===== src/rtl/vdot_pkg.sv =====
// Shared types and constants for the VDOT dot-product unit.
package vdot_pkg;

    typedef enum logic [1:0] {
        StIdle,
        StRun,
        StDrain,
        StDone
    } vdot_state_e;

    localparam int unsigned ACC_W  = 36;
    localparam int unsigned PROD_W = 32;

    localparam logic signed [ACC_W-1:0] S16_MAX = 36'sd32767;
    localparam logic signed [ACC_W-1:0] S16_MIN = -36'sd32768;

endpackage


===== src/rtl/vdot_if.sv =====
// Start/done level handshake plus operand and result buses of the VDOT unit.
interface vdot_if #(
    parameter int unsigned N_ELEM = 16,
    parameter int unsigned W      = 16
);

    logic                start;
    logic [N_ELEM*W-1:0] Inval1;
    logic [N_ELEM*W-1:0] Inval2;
    logic [W-1:0]        DotOut;
    logic                Overflw;
    logic                done;

    modport master (
        output start,
        output Inval1,
        output Inval2,
        input  DotOut,
        input  Overflw,
        input  done
    );

    modport slave (
        input  start,
        input  Inval1,
        input  Inval2,
        output DotOut,
        output Overflw,
        output done
    );

endinterface


===== src/rtl/vdot_mac.sv =====
// Registered signed multiply feeding a 36-bit accumulator.
module vdot_mac
    import vdot_pkg::*;
#(
    parameter int unsigned W = 16
) (
    input  logic                    clk_i,
    input  logic                    rst_i,
    input  logic                    clear_i,
    input  logic                    valid_i,
    input  logic signed [W-1:0]     a_i,
    input  logic signed [W-1:0]     b_i,
    output logic signed [ACC_W-1:0] acc_o
);

    logic signed [PROD_W-1:0] prod_q, prod_d;
    logic                     pv_q, pv_d;
    logic signed [ACC_W-1:0]  acc_q, acc_d;

    always_comb begin
        prod_d = prod_q;
        pv_d   = valid_i;
        acc_d  = acc_q;
        if (valid_i) begin
            prod_d = PROD_W'(a_i) * PROD_W'(b_i);
        end
        if (clear_i) begin
            pv_d  = 1'b0;
            acc_d = '0;
        end else if (pv_q) begin
            acc_d = acc_q + ACC_W'(prod_q);
        end
    end

    // Exposes the sum including the product in flight so the drain cycle sees the full total.
    assign acc_o = acc_d;

    always_ff @(posedge clk_i or posedge rst_i) begin
        if (rst_i) begin
            prod_q <= '0;
            pv_q   <= 1'b0;
            acc_q  <= '0;
        end else begin
            prod_q <= prod_d;
            pv_q   <= pv_d;
            acc_q  <= acc_d;
        end
    end

endmodule


===== src/rtl/vdot_unit.sv =====
// Sequential 16-element signed dot product for VDOT; define VDOT_SAT_EN to saturate
// DotOut on overflow instead of wrapping.
module vdot_unit
    import vdot_pkg::*;
#(
    parameter int unsigned N_ELEM = 16,
    parameter int unsigned W      = 16,
    parameter int unsigned FRAC   = 0
) (
    input logic   Clk1,
    input logic   Reset,
    vdot_if.slave bus
);

    localparam int unsigned IDX_W = (N_ELEM > 1) ? $clog2(N_ELEM) : 1;
    localparam int unsigned VEC_W = N_ELEM * W;
    localparam logic [IDX_W-1:0] LAST_IDX = IDX_W'(N_ELEM - 1);
    localparam logic [W-1:0] SAT_POS = {1'b0, {(W-1){1'b1}}};
    localparam logic [W-1:0] SAT_NEG = {1'b1, {(W-1){1'b0}}};

    vdot_state_e state_q, state_d;
    logic [IDX_W-1:0] idx_q, idx_d;
    logic [VEC_W-1:0] op_a_q, op_a_d;
    logic [VEC_W-1:0] op_b_q, op_b_d;
    logic [W-1:0]     dot_q, dot_d;
    logic             ovf_q, ovf_d;
    logic             done_q, done_d;

    logic                    mac_clear;
    logic                    mac_valid;
    logic signed [W-1:0]     elem_a [N_ELEM];
    logic signed [W-1:0]     elem_b [N_ELEM];
    logic signed [ACC_W-1:0] acc;
    logic signed [ACC_W-1:0] s;
    logic                    ovf_now;
    logic [W-1:0]            res;

    for (genvar i = 0; i < N_ELEM; i++) begin : g_elem
        assign elem_a[i] = op_a_q[i*W +: W];
        assign elem_b[i] = op_b_q[i*W +: W];
    end

    vdot_mac #(
        .W (W)
    ) u_mac (
        .clk_i   (Clk1),
        .rst_i   (Reset),
        .clear_i (mac_clear),
        .valid_i (mac_valid),
        .a_i     (elem_a[idx_q]),
        .b_i     (elem_b[idx_q]),
        .acc_o   (acc)
    );

    assign s       = acc >>> FRAC;
    assign ovf_now = (s > S16_MAX) || (s < S16_MIN);

    always_comb begin
`ifdef VDOT_SAT_EN
        if (ovf_now) begin
            res = s[ACC_W-1] ? SAT_NEG : SAT_POS;
        end else begin
            res = s[W-1:0];
        end
`else
        res = s[W-1:0];
`endif
    end

    always_comb begin
        state_d   = state_q;
        idx_d     = idx_q;
        op_a_d    = op_a_q;
        op_b_d    = op_b_q;
        dot_d     = dot_q;
        ovf_d     = ovf_q;
        done_d    = done_q;
        mac_clear = 1'b0;
        mac_valid = 1'b0;
        unique case (state_q)
            StIdle: begin
                done_d = 1'b0;
                if (bus.start) begin
                    op_a_d    = bus.Inval1;
                    op_b_d    = bus.Inval2;
                    idx_d     = '0;
                    mac_clear = 1'b1;
                    state_d   = StRun;
                end
            end
            StRun: begin
                if (!bus.start) begin
                    state_d = StIdle;
                end else begin
                    mac_valid = 1'b1;
                    idx_d     = idx_q + 1'b1;
                    if (idx_q == LAST_IDX) begin
                        state_d = StDrain;
                    end
                end
            end
            StDrain: begin
                if (!bus.start) begin
                    state_d = StIdle;
                end else begin
                    dot_d   = res;
                    ovf_d   = ovf_now;
                    done_d  = 1'b1;
                    state_d = StDone;
                end
            end
            StDone: begin
                if (!bus.start) begin
                    done_d  = 1'b0;
                    state_d = StIdle;
                end
            end
            default: state_d = StIdle;
        endcase
    end

    always_ff @(posedge Clk1 or posedge Reset) begin
        if (Reset) begin
            state_q <= StIdle;
            idx_q   <= '0;
            op_a_q  <= '0;
            op_b_q  <= '0;
            dot_q   <= '0;
            ovf_q   <= 1'b0;
            done_q  <= 1'b0;
        end else begin
            state_q <= state_d;
            idx_q   <= idx_d;
            op_a_q  <= op_a_d;
            op_b_q  <= op_b_d;
            dot_q   <= dot_d;
            ovf_q   <= ovf_d;
            done_q  <= done_d;
        end
    end

    assign bus.DotOut  = dot_q;
    assign bus.Overflw = ovf_q;
    assign bus.done    = done_q;

endmodule


===== src/flat_wrapper.sv =====
// flat-port wrapper written by rule: the top's interface ports become plain ports
module vdot_unit_flat import vdot_pkg::*;
#(
    parameter int unsigned N_ELEM = 16,
    parameter int unsigned W      = 16,
    parameter int unsigned FRAC   = 0
)
  (Clk1, Reset, bus_start, bus_Inval1, bus_Inval2, bus_DotOut, bus_Overflw, bus_done);
  vdot_if #(.N_ELEM(N_ELEM), .W(W)) bus_i ();
  input logic Clk1;
  input logic Reset;
  input wire logic [$bits(bus_i.start)-1:0] bus_start;
  input wire logic [$bits(bus_i.Inval1)-1:0] bus_Inval1;
  input wire logic [$bits(bus_i.Inval2)-1:0] bus_Inval2;
  output wire logic [$bits(bus_i.DotOut)-1:0] bus_DotOut;
  output wire logic [$bits(bus_i.Overflw)-1:0] bus_Overflw;
  output wire logic [$bits(bus_i.done)-1:0] bus_done;
  assign bus_i.start = bus_start;
  assign bus_i.Inval1 = bus_Inval1;
  assign bus_i.Inval2 = bus_Inval2;
  assign bus_DotOut = bus_i.DotOut;
  assign bus_Overflw = bus_i.Overflw;
  assign bus_done = bus_i.done;
  vdot_unit #(.N_ELEM(N_ELEM), .W(W), .FRAC(FRAC)) u_core (.Clk1(Clk1), .Reset(Reset), .bus(bus_i));
endmodule

===== config.mk =====
export PLATFORM = sky130hd
export DESIGN_NAME = vdot_unit_flat
export DESIGN_NICKNAME = d
export VERILOG_FILES = /design/src/rtl/vdot_pkg.sv /design/src/rtl/vdot_if.sv /design/src/rtl/vdot_mac.sv /design/src/rtl/vdot_unit.sv /design/src/flat_wrapper.sv
export SDC_FILE = /design/constraint.sdc
export NUM_CORES = 2
export LEC_CHECK = 0
export BUFFER_PORTS_ARGS = -buffer_cell sky130_fd_sc_hd__buf_4
export CORE_ASPECT_RATIO = 0.75
export CORE_UTILIZATION = 40
export CTS_CLUSTER_SIZE = 14
export DETAILED_ROUTE_END_ITERATION = 10
export SLEW_MARGIN = 20
export SYNTH_ARGS = -nofsm -noshare
export SYNTH_HDL_FRONTEND = slang
export SYNTH_SLANG_ARGS = --single-unit

===== constraint.sdc =====
create_clock -name Clk1 -period 22.6 [get_ports Clk1]
set_input_delay 6.78 -clock Clk1 [delete_from_list [all_inputs] [get_ports Clk1]]
set_output_delay 6.78 -clock Clk1 [all_outputs]
set_load 0.01 [all_outputs]

==> impl_metrics.env <==
export IMPL_outcome="finished clean"
export IMPL_syn_to_final_growth_pct=18.7
export IMPL_cts_made_buffers=59
export IMPL_viasPerCell=5.12
export IMPL_hold_viol=0
export IMPL_cts_resized=0
export IMPL_drive_gt1_share_pct=18.6
export IMPL_die_x_um=360
export IMPL_drt_total_wl_um=118000
export IMPL_cts_max_level=2
export IMPL_crit_path_end_kind="flip-flop"
export IMPL_cts_setup_buffers=0
export IMPL_detailed_place_hpwl_um=88300
export IMPL_detail_route_antenna_nets=0
export IMPL_clock_latency_ns=0.65
export IMPL_firstDrtPassIters=6
export IMPL_finish_net_count=5523
export IMPL_ys_seq_area_share_pct=39.5
export IMPL_synth_top_flop_cell="dfrtp_1"
export IMPL_worst_path_buf_inv=6
export IMPL_reg2regPathDepth=30
export IMPL_synth_edff_count=0
export IMPL_rows=97
export IMPL_clock_fmax_ghz=0.0967
export IMPL_grt_antenna_before_repair=13
export IMPL_grt_pass1_wl_um=183000
export IMPL_setup_worst_path_start_class="flip-flop"
export IMPL_cts_tree="done"
export IMPL_overflow=0
export IMPL_critPathKind="reg2reg"
export IMPL_cp_slowest_stage_delay_ns=0.87
export IMPL_final_common_cell="nand2_1"
export IMPL_hold_path_class="reg2reg"
export IMPL_crit_arrival_ns=10.85
export IMPL_crit_cells=30
export IMPL_synthArstFlopShare_pct=100
export IMPL_finalSetupViolCount=0
export IMPL_grt_pass1_vias=31000
export IMPL_finClkSkew_ns=0.0309
export IMPL_routedWlPerCell_um=19.9
export IMPL_hold_depth=2
export IMPL_clk_pin_slew_worst_paths_ns=0.06
export IMPL_cp_top_family="adder cells"
export IMPL_die_area_um2=97200
export IMPL_slew_headroom_pct=21.1
export IMPL_drv_cap=0
export IMPL_cp_required_ns=23.11
export IMPL_cts_hold_fix_buffers=0
export IMPL_cts_sinks=605
export IMPL_track_usage_pct=24.5
export IMPL_avgSynthCellArea_um2=9.13
export IMPL_yosysUniqueCellTypes=74
export IMPL_cpMostUsedCell="fa_1"
export IMPL_grt_max_degree=220
export IMPL_grt_setup_unrepaired="false"
export IMPL_tightest_slew_ns=1.18
export IMPL_synth_area_um2=38400
export IMPL_clk_path_buf_depth=3
export IMPL_synthesis_instances=4204
export IMPL_root_buffer="clkbuf_16"
export IMPL_ys_warnings_count=0
export IMPL_gp_congestion=0.935
export IMPL_ios=533
export IMPL_start_util_pct=40.7
export IMPL_worstPathMaxFanout=71
export IMPL_final_max_slew_viol_count=0
export IMPL_fin_crit_ns=10.34
export IMPL_coreArea_um2=94200
export IMPL_final_cell_mix="nand2_1 (1,772), dfrtp_1 (601), buf_4 (567)"
export IMPL_finalCritPeriodShare_pct=45.8
export IMPL_ys_ff_latch=605
export IMPL_io_buffers=532
export IMPL_crit_slowest_cell="dfrtp_4"
export IMPL_dr_first_iter_drc_count=2881
export IMPL_drcViolationCount=0
export IMPL_tns_ns=0
export IMPL_fp_dieH_um=270
export IMPL_vias=30300
export IMPL_syn_nets=5100
sequential cells by signal, indices dropped and copies added (netlist names):
register             cells
u_core.op_a_q          256
u_core.op_b_q          256
u_core.u_mac.prod_q     32
u_core.bus.done          1
u_core.idx_q             4
u_core.u_mac.acc_q      36
u_core.u_mac.pv_q        1
u_core.bus.DotOut       16
u_core.bus.Overflw       1
u_core.state_q           2
cells by family (layout without fill, tap and decap cells):
kind of cell | count (synthesis) | after routing | share of synthesized area, %
muxes | 205 | 205 | 9.87
and+or+nand+nor | 2115 | 2115 | 21.6
AOI/OAI and AO/OA | 285 | 285 | 4.88
xor gates and xnor gates | 48 | 48 | 1.10
other | 0 | 7 | 0
adders and majority gates | 381 | 381 | 17.6
DFF | 605 | 605 | 39.5
buffers and inverters | 565 | 1037 | 5.58
worst reg2reg max path, delay by kind of cell (launching register included):
kind	cells	cell delay (ns)
adders and majority gates	7	2.99
AOI/OAI and AO/OA	11	2.94
muxes	2	1.40
buffers and inverters	6	1.36
DFF	1	0.87
and+or+nand+nor	3	0.55
xor gates and xnor gates	1	0.15
per-stage QoR:
stage	setup WS (ns)	cell area [um^2]	hold WS, ns	cells	utilization, %
6_report	12.26	45500	0.468	5920	48.4
5_1_grt	11.56	45500	0.480	5917	48.3
4_1_cts	12.30	45500	0.473	5911	48.3
3_5_place_dp	11.59	43500	0.457	5801	46.2
3_3_place_gp	11.58	43500	0.453	5801	46.2
2_1_floorplan	7.57	38400	0.440	4204	-
routing by layer:
layer  routed length, um  vias up  share of wire [%]  global-route usage, %
li1                    -    14100                  -                      -
met1               53300    14900                 45                   35.5
met2               50800     1068                 43                   35.9
met3               10500      164                9.0                   6.42
met4                3070        8                2.6                   6.96
met5                  50        -              0.042                      0
cells in the mapped netlist, types with 21 or more instances:
cell	number	area share, %
mux4_2	136	8.0
nand2b_1	21	0.34
nor2_1	209	2.0
a21oi_1	60	0.78
fa_1	263	14
a21o_1	27	0.53
mux2i_1	43	1.1
clkbuf_1	178	1.7
ha_1	118	3.8
inv_1	353	3.5
dfrtp_1	605	39
mux2_2	26	0.76
xnor2_1	27	0.62
xor2_1	21	0.48
nand2_1	1772	17
o21ai_0	72	0.94
worst paths after layout:
path                                         start                       to  slack, ns
worst max register to register     u_core.idx_q[0]  u_core.u_mac.prod_q[31]      12.26
max in group asynchronous                    Reset       u_core.op_a_q[164]      13.17
min in group asynchronous                    Reset         u_core.op_b_q[8]       6.10
worst min register to register  u_core.op_a_q[170]       u_core.op_a_q[170]       0.47
worst min-delay path            u_core.op_a_q[170]       u_core.op_a_q[170]       0.47
worst max-delay path               u_core.idx_q[0]  u_core.u_mac.prod_q[31]      12.26
cell type report:
| type | instances | area (um^2) |
|---|---|---|
| sequential | 605 | 15200 |
| fill | 8930 | 48600 |
| clock inverter | 28 | 320 |
| tap | 1237 | 1550 |
| inverter | 354 | 1330 |
| multi-input combinational | 3034 | 21100 |
| timing repair buffer | 573 | 4380 |
| clock buffer | 82 | 1660 |
| antenna | 7 | 17.5 |
Power is left out: the tool's default activity adds up to more than one toggle a clock period on the data nets, which glitch-free logic cannot reach.
